`config.mk`:
```
export PLATFORM = sky130hd
export DESIGN_NAME = irq_priority_controller_flat
export DESIGN_NICKNAME = d
export VERILOG_FILES = /design/src/rtl/irq_priority_controller_pkg.sv /design/src/rtl/irq_priority_controller_if.sv /design/src/rtl/irq_priority_controller_prio_enc.sv /design/src/rtl/irq_priority_controller.sv /design/src/flat_wrapper.sv
export SDC_FILE = /design/constraint.sdc
export NUM_CORES = 1
export LEC_CHECK = 0
export ABC_AREA = 1
export BUFFER_PORTS_ARGS = -buffer_cell sky130_fd_sc_hd__buf_2
export CAP_MARGIN = 40
export CORE_UTILIZATION = 27
export DETAILED_ROUTE_END_ITERATION = 8
export PLACE_DENSITY = 0.53
export SKIP_LAST_GASP = 1
export SLEW_MARGIN = 20
export SYNTH_ARGS = -nofsm -noshare
export SYNTH_HDL_FRONTEND = slang
export SYNTH_HIERARCHICAL = 1
export SYNTH_SLANG_ARGS = --single-unit
```
`constraint.sdc`:
```
create_clock -name clk -period 1.7 [get_ports clk]
set_input_delay 0.17 -clock clk [delete_from_list [all_inputs] [get_ports clk]]
set_output_delay 0.17 -clock clk [all_outputs]
set_load 0.02 [all_outputs]
```
`src/rtl/irq_priority_controller_pkg.sv`:
```
// Shared constants for the interrupt priority controller.
// No logic, no latency.
// No flow control.
package irq_ctrl_pkg;

    localparam int N_SRC = 8;
    localparam int ID_W  = 3;

    typedef logic [1:0] state_t;

    localparam state_t ST_IDLE = 2'b00;
    localparam state_t ST_REQ  = 2'b01;
    localparam state_t ST_SERV = 2'b10;

endpackage

```
`src/rtl/irq_priority_controller_if.sv`:
```
// Request, mask and CPU-side irq/ack/eoi bundle for the interrupt controller.
// No logic, no latency.
// The irq/ack handshake is the backpressure; irq stays up until ack or withdrawal.
interface irq_priority_controller_if;
    import irq_ctrl_pkg::*;

    logic              en;
    logic [N_SRC-1:0]  irq_in;
    logic              mask_wr;
    logic [N_SRC-1:0]  mask_data;
    logic              ack;
    logic              eoi;
    logic              irq;
    logic [ID_W-1:0]   irq_id;
    logic              busy;
    logic [N_SRC-1:0]  pending_o;

    modport master (
        output en, irq_in, mask_wr, mask_data, ack, eoi,
        input  irq, irq_id, busy, pending_o
    );

    modport slave (
        input  en, irq_in, mask_wr, mask_data, ack, eoi,
        output irq, irq_id, busy, pending_o
    );

endinterface

```
`src/rtl/irq_priority_controller_prio_enc.sv`:
```
// 8-to-3 fixed-priority encoder, highest index wins, with an any-valid flag.
// Purely combinational, zero latency.
// No flow control.
module prio_enc_8
    import irq_ctrl_pkg::*;
(
    input  logic [N_SRC-1:0] vec,
    output logic [ID_W-1:0]  idx,
    output logic             vld
);

    always_comb begin
        idx = '0;
        for (int i = 0; i < N_SRC; i++) begin
            if (vec[i]) idx = ID_W'(i);
        end
    end

    assign vld = |vec;

endmodule

```
`src/rtl/irq_priority_controller.sv`:
```
// Sticky-pending, masked, fixed-priority interrupt sequencer (IRQ_EDGE_DETECT_EN: edge capture).
// Latency: request edge t -> pending after t -> irq after t+1.
// irq is held until ack; withdrawn if disabled, masked or no longer pending.
module irq_priority_controller
    import irq_ctrl_pkg::*;
(
    input  logic                      clk,
    input  logic                      rst_n,
    irq_priority_controller_if.slave  bus
);

    state_t            state, state_nxt;
    logic [N_SRC-1:0]  pending, mask, pend_set, pend_clr, eligible;
    logic [ID_W-1:0]   winner, irq_id_nxt;
    logic              winner_vld, irq_nxt, busy_nxt;

`ifdef IRQ_EDGE_DETECT_EN
    logic [N_SRC-1:0]  irq_in_d;

    always_ff @(posedge clk or negedge rst_n) begin
        if (!rst_n) irq_in_d <= '0;
        else        irq_in_d <= bus.irq_in;
    end

    assign pend_set = bus.irq_in & ~irq_in_d;
`else
    assign pend_set = bus.irq_in;
`endif

    always_comb begin
        pend_clr = '0;
        if (state == ST_REQ && bus.ack) pend_clr[bus.irq_id] = 1'b1;
    end

    // Set is OR'ed after the clear so a same-cycle re-request survives the ack.
    always_ff @(posedge clk or negedge rst_n) begin
        if (!rst_n) begin
            pending <= '0;
            mask    <= '0;
        end else begin
            pending <= (pending & ~pend_clr) | pend_set;
            if (bus.mask_wr) mask <= bus.mask_data;
        end
    end

    assign eligible = pending & ~mask;

    prio_enc_8 u_prio_enc (
        .vec (eligible),
        .idx (winner),
        .vld (winner_vld)
    );

    always_ff @(posedge clk or negedge rst_n) begin
        if (!rst_n) begin
            state      <= ST_IDLE;
            bus.irq    <= 1'b0;
            bus.irq_id <= '0;
            bus.busy   <= 1'b0;
        end else begin
            state      <= state_nxt;
            bus.irq    <= irq_nxt;
            bus.irq_id <= irq_id_nxt;
            bus.busy   <= busy_nxt;
        end
    end

    always_comb begin
        state_nxt = state;
        case (state)
            ST_IDLE: if (bus.en && winner_vld) state_nxt = ST_REQ;
            ST_REQ: begin
                if (bus.ack)
                    state_nxt = ST_SERV;
                else if (!bus.en || mask[bus.irq_id] || !pending[bus.irq_id])
                    state_nxt = ST_IDLE;
            end
            ST_SERV: if (bus.eoi) state_nxt = ST_IDLE;
            default: state_nxt = ST_IDLE;
        endcase
    end

    // Next values of the registered outputs, derived from the transition taken.
    always_comb begin
        irq_nxt    = 1'b0;
        busy_nxt   = 1'b0;
        irq_id_nxt = bus.irq_id;
        case (state_nxt)
            ST_REQ:  irq_nxt  = 1'b1;
            ST_SERV: busy_nxt = 1'b1;
            default: ;
        endcase
        if (state == ST_IDLE && state_nxt == ST_REQ) irq_id_nxt = winner;
    end

    assign bus.pending_o = pending;

endmodule
```
`src/flat_wrapper.sv`:
```
// flat-port wrapper written by rule: the top's interface ports become plain ports
module irq_priority_controller_flat import irq_ctrl_pkg::*;
  (clk, rst_n, bus_en, bus_irq_in, bus_mask_wr, bus_mask_data, bus_ack, bus_eoi, bus_irq, bus_irq_id, bus_busy, bus_pending_o);
  irq_priority_controller_if bus_i ();
  input  logic clk;
  input  logic rst_n;
  input wire logic [$bits(bus_i.en)-1:0] bus_en;
  input wire logic [$bits(bus_i.irq_in)-1:0] bus_irq_in;
  input wire logic [$bits(bus_i.mask_wr)-1:0] bus_mask_wr;
  input wire logic [$bits(bus_i.mask_data)-1:0] bus_mask_data;
  input wire logic [$bits(bus_i.ack)-1:0] bus_ack;
  input wire logic [$bits(bus_i.eoi)-1:0] bus_eoi;
  output wire logic [$bits(bus_i.irq)-1:0] bus_irq;
  output wire logic [$bits(bus_i.irq_id)-1:0] bus_irq_id;
  output wire logic [$bits(bus_i.busy)-1:0] bus_busy;
  output wire logic [$bits(bus_i.pending_o)-1:0] bus_pending_o;
  assign bus_i.en = bus_en;
  assign bus_i.irq_in = bus_irq_in;
  assign bus_i.mask_wr = bus_mask_wr;
  assign bus_i.mask_data = bus_mask_data;
  assign bus_i.ack = bus_ack;
  assign bus_i.eoi = bus_eoi;
  assign bus_irq = bus_i.irq;
  assign bus_irq_id = bus_i.irq_id;
  assign bus_busy = bus_i.busy;
  assign bus_pending_o = bus_i.pending_o;
  irq_priority_controller u_core (.clk(clk), .rst_n(rst_n), .bus(bus_i));
endmodule
```
Yosys cells after proc, flatten, opt, wreduce, memory -nomap -nowiden --
Cells that the tools add are included.
Word-level totals: register bits 23, input bits 22, output and inout port bits 13, word-level logic and storage cells 48
Cells by class: $lt $le $gt $ge 2, equal/unequal tests 4, multiplexer cells 21, bitwise gates (word level) 5, reductions and logical operators 10
Operators by type and width (number):
- $mux 3 | 6
- $and 8x8->8 | 2
- $not 8->8 | 2
- $mux 2 | 4
- $mux 8 | 1
- $or 8x8->8 | 1
- $reduce_or 8->1 | 1
- $bmux 1 s3 | 2
- $mux 1 | 6
- $pmux 2 s3 | 1
- $eq 2x1->1 const B | 2
- $eq 2x2->1 const B | 2
- $logic_and 1x1->1 | 4
- $lt 3x4->1 const B | 1
- $demux 1 s3 | 1
- $ge 3x1->1 const B | 1
- $logic_not 1->1 | 2
- $logic_not 2->1 | 1
- $logic_or 1x1->1 | 2

Longest topological paths before layout --
depth after elaboration 9, mapped depth 12, depth with buffers taken out 12

Hierarchy --
The synthesis kept the hierarchy.
By module, submodules not included:
- irq_priority_controller | instances 1, cells an instance 123, area an instance 1072.3 µm², seq. area each 575.6 µm²
- prio_enc_8 | instances 1, cells an instance 20, area an instance 77.6 µm², seq. area each 0.0 µm²

Worst setup path before layout --
OpenSTA, ideal clock, no wires.
kind reg2reg, start reg u_core.pending[3] (netlist: u_core/bus.pending_o[3]), end reg u_core.bus.irq_id[0], library setup time 0.079 ns, arrival 1.239 ns, required time 1.621 ns, path slack 0.382 ns, cell stages (with the launch flop) 10, buffers on the path 0, clock period less this slack 1.318 ns, path through dfrtp_1 nand2_1 inv_1 inv_1 nand2_1 nor3_1 nand3_1 nand3_1 nor2_1 a21oi_1
On the way: elaborated cells on any way between the ends 18, classes of those cells eq/ne (1); mux (11); bitwise (1); reduce/logical (5)
RTL lines:
- from (decl) | line irq_priority_controller.sv:13 | logic [N_SRC-1:0] pending, mask, pend_set, pend_clr, eligible;
- from (signal assigned) | line irq_priority_controller.sv:41 | pending <= (pending & ~pend_clr) | pend_set;
- $and 8x8->8 | line irq_priority_controller.sv:46 | assign eligible = pending & ~mask;
- named net u_core.eligible[3] | line irq_priority_controller.sv:13
- $reduce_or 8->1 | line irq_priority_controller_prio_enc.sv:19 | assign vld = |vec;
- named net u_core.winner_vld | line irq_priority_controller.sv:15 | logic winner_vld, irq_nxt, busy_nxt;
- $logic_and 1x1->1 | line irq_priority_controller.sv:71 | ST_IDLE: if (bus.en && winner_vld) state_nxt = ST_REQ;
- $mux 2 | line irq_priority_controller.sv:71
- $pmux 2 s3 | line irq_priority_controller.sv:70 | case (state)
- $eq 2x1->1 | line irq_priority_controller.sv:93 | if (state == ST_IDLE && state_nxt == ST_REQ) irq_id_nxt = winner;
- $logic_and 1x1->1 | line irq_priority_controller.sv:93
- to (signal assigned) | line irq_priority_controller.sv:63 | bus.irq_id <= irq_id_nxt;
- to (decl) | line irq_priority_controller_if.sv:25 | output irq, irq_id, busy, pending_o
The timed path passes the listed nets, and every way through them passes these cells. The select of a mux whose other input is x is not followed. A chain may end at the register's enable or synchronous reset.

Worst setup path in the final report --
start reg u_core.pending[2] (netlist: u_core/bus.pending_o[2]), end reg u_core.bus.irq_id[1]
Same word-level chain as after synthesis.

==> qor.yml <==
run_status:
  status: "completed"
synth:
  synth_area_um2: 1150
  yosysSeqAreaShare: 0.501
  yosys.cell_count.top_type: "nand2_1"
  synth_cell_type_count: 22
  synth-seq-cells: 23
  yosysTopAreaCellShare: 0.501
  synth_ff_type: "dfrtp_1"
  synth-edff-count: 0
  synth_top_cell_by_area: "dfrtp_1"
  synth.area.top_cells: "dfrtp_1, nand2_1, inv_1"
  async_flop_share: 1.00
  avgSynthCellArea_um2: 8.04
  syn-num-nets: 165
  yosys_warnings: 6
  ys_top_cells_by_count: "nand2_1, dfrtp_1, inv_1"
  synthCells: 143
grt:
  use_met1: 0.157
  first_global_vias: 967
  busiest_layer: "met2"
  grt_pass1_wl_um: 4140
  grt_use_total: 0.125
  met2_usage: 0.214
  antenna_found_initial: 0
  grt_util_met3: 0.0220
  grt_overflow: 0
  grt_max_degree: 24
cells_and_area:
  drive_above_1_share: 0.289
  antenna_cells: 0
  final_nets: 203
  design_area_um2: 1430
  fillCellCount: 446
  area_delta_synth_final_pct: 24.3
clock_network:
  ctsResizeCount: 0
  numCtsBuffers: 3
  root_buffer: "clkbuf_8"
  clk_pin_slew_ns: 0.08
  clock-sinks: 23
  cts-htree-levels: 1
  clkLatencyLatePin_ns: 0.26
  clockBufferDepth: 2
  cts_setup_buffers: 0
  cts_tree: "built"
  cts_hold_buffers: 1
placement:
  place_area_um2: 1370
  routabilityCongestion: 0.874
  hpwlAfterDp_um: 1990
  io_buffers: 34
worst_setup_path:
  reg2regPathDepth: 9
  arrival_ns: 1.59
  reg2reg_from: "u_core/bus.pending_o[2]"
  cp.required_ns: 1.89
  cp-end-kind: "register"
  r2r-end: "u_core/bus.irq_id[1]"
  crit_path_start_kind: "register"
  crit_type: "reg -> reg"
  critPathMaxFanout: 8
  rrSetupSlack_ns: 0.30
power_and_ir_drop:
  p_leak_nw: 0.727
  pwr-share-clk: 0.216
  power_mw: 1.59
  power_density_nw_per_um2: 1110
  ir_worst_vdd_v: 0.000541
  switching_power_mw: 0.619
  p_sw_frac: 0.390
  share_comb_of_total_power: 0.321
  seq_power_share: 0.463
  p_int_mw: 0.970
sta:
  drv_slew: 0
  grt_setup_unrepaired: "false"
  tightestPinTransition_ns: 0.530
  relSlewSlack: 0.647
  clock_skew_ns: 0.00201
  min_period_ns: 1.40
  fmax_mhz: 714
  fin_crit_sh: 0.824
  finalSetupTns_ns: 0
  finalHoldViolCount: 0
  finalSetupViolations: 0
floorplan:
  die-height_um: 67.3
  dieArea_um2: 4520
  io_pins: 35
  initial_utilization: 0.283
  std_cell_rows: 23
  core_area_um2: 4060
  die_w_um: 67.3
hold_path:
  hold_path_class: "in -> reg"
  holdPathStages: 2
  min_to: "u_core/bus.pending_o[5]"
  min_from: "bus_irq_in[5]"
route:
  vias_per_cell: 4.29
  drc: 0
  wirelength_um: 2580
  ant_nets: 0
  drt_pass1_iterations: 4
  vias: 987
  drt_iter0_drc: 20
  wl_per_cell_um: 11.2
flow_run:
  drv_cap: 0
-- layout make-up --
cell class	instances	area, um2	share of cell area
clock buffer	4	45.0	0.0315
inverter	25	96.3	0.0674
multi-input combinational	93	469	0.328
sequential	23	576	0.403
tap	50	62.6	0.0438
timing repair buffer	35	180	0.126
-- critical path, stage by stage, from the launching register on --
cell	delay, ns
dfrtp_1	0.40
nand2_1	0.09
inv_1	0.04
inv_1	0.07
nand2_1	0.08
nor3_1	0.13
nand3_1	0.09
nand3_1	0.24
nor2_1	0.07
a21oi_1	0.12
-- worst max path at each step --
stage / startpoint / end / slack [ns]
3_3_place_gp: u_core/bus.pending_o[2] / u_core/bus.irq_id[0] / 0.34
4_1_cts: u_core/bus.pending_o[2] / u_core/bus.irq_id[1] / 0.28
3_5_place_dp: u_core/bus.pending_o[2] / u_core/bus.irq_id[1] / 0.29
6_report: u_core/bus.pending_o[2] / u_core/bus.irq_id[1] / 0.30
2_1_floorplan: u_core/bus.pending_o[3] / u_core/bus.irq_id[0] / 0.38
5_1_grt: u_core/bus.pending_o[2] / u_core/bus.irq_id[2] / 0.08
-- power groups by stage --
stage	logic (mW)	registers (mW)	clock network [mW]
6_report	0.510	0.736	0.343
4_1_cts	0.517	0.736	0.359
3_5_place_dp	0.514	0.746	0
3_3_place_gp	0.514	0.751	0
5_1_grt	0.577	0.749	0.373
2_1_floorplan	0.327	0.763	0
-- per-layer routing --
metal / routed length (um) / vias to the layer above
li1: - / 519
met5: 0 / -
met2: 1220 / 21
met1: 1230 / 443
met4: 27 / 0
met3: 103 / 4
-- state kept, by name, summed over array words and instances (netlist names) --
register              flops
u_core/bus.busy           1
u_core/bus.irq            1
u_core/bus.irq_id         3
u_core/bus.pending_o      8
u_core/mask               8
u_core/state              2
-- cells in the final DEF (no fill, tap or decap), drive strengths merged, types with 4 or more instances in the layout --
cell type and n:
o21ai 5, a21oi 5, nand2 34, a21o 5, dfrtp 23, nor2 21
clkbuf 4, inv 25, nand3 13, buf 34
-- logic make-up after synthesis --
kind of cell | count (synthesis) | synth area share
AND/OR/NAND/NOR | 72 | 0.283
AO/OA/AOI/OAI | 18 | 0.0958
buffers and inverters | 27 | 0.0914
multiplexers | 3 | 0.0294
flip-flops | 23 | 0.501
-- metrics by stage --
step | hold WS, ns | cells | util | setup slack (ns)
floorplan | -0.126 | 143 | - | 0.382
global placement | 0.182 | 225 | 0.339 | 0.342
finish | 0.0769 | 230 | 0.352 | 0.299
detailed placement | 0.185 | 225 | 0.339 | 0.289
CTS | 0.0697 | 230 | 0.352 | 0.279
global route | 0.0730 | 230 | 0.352 | 0.0788
(Power assumes the default switching activity.)
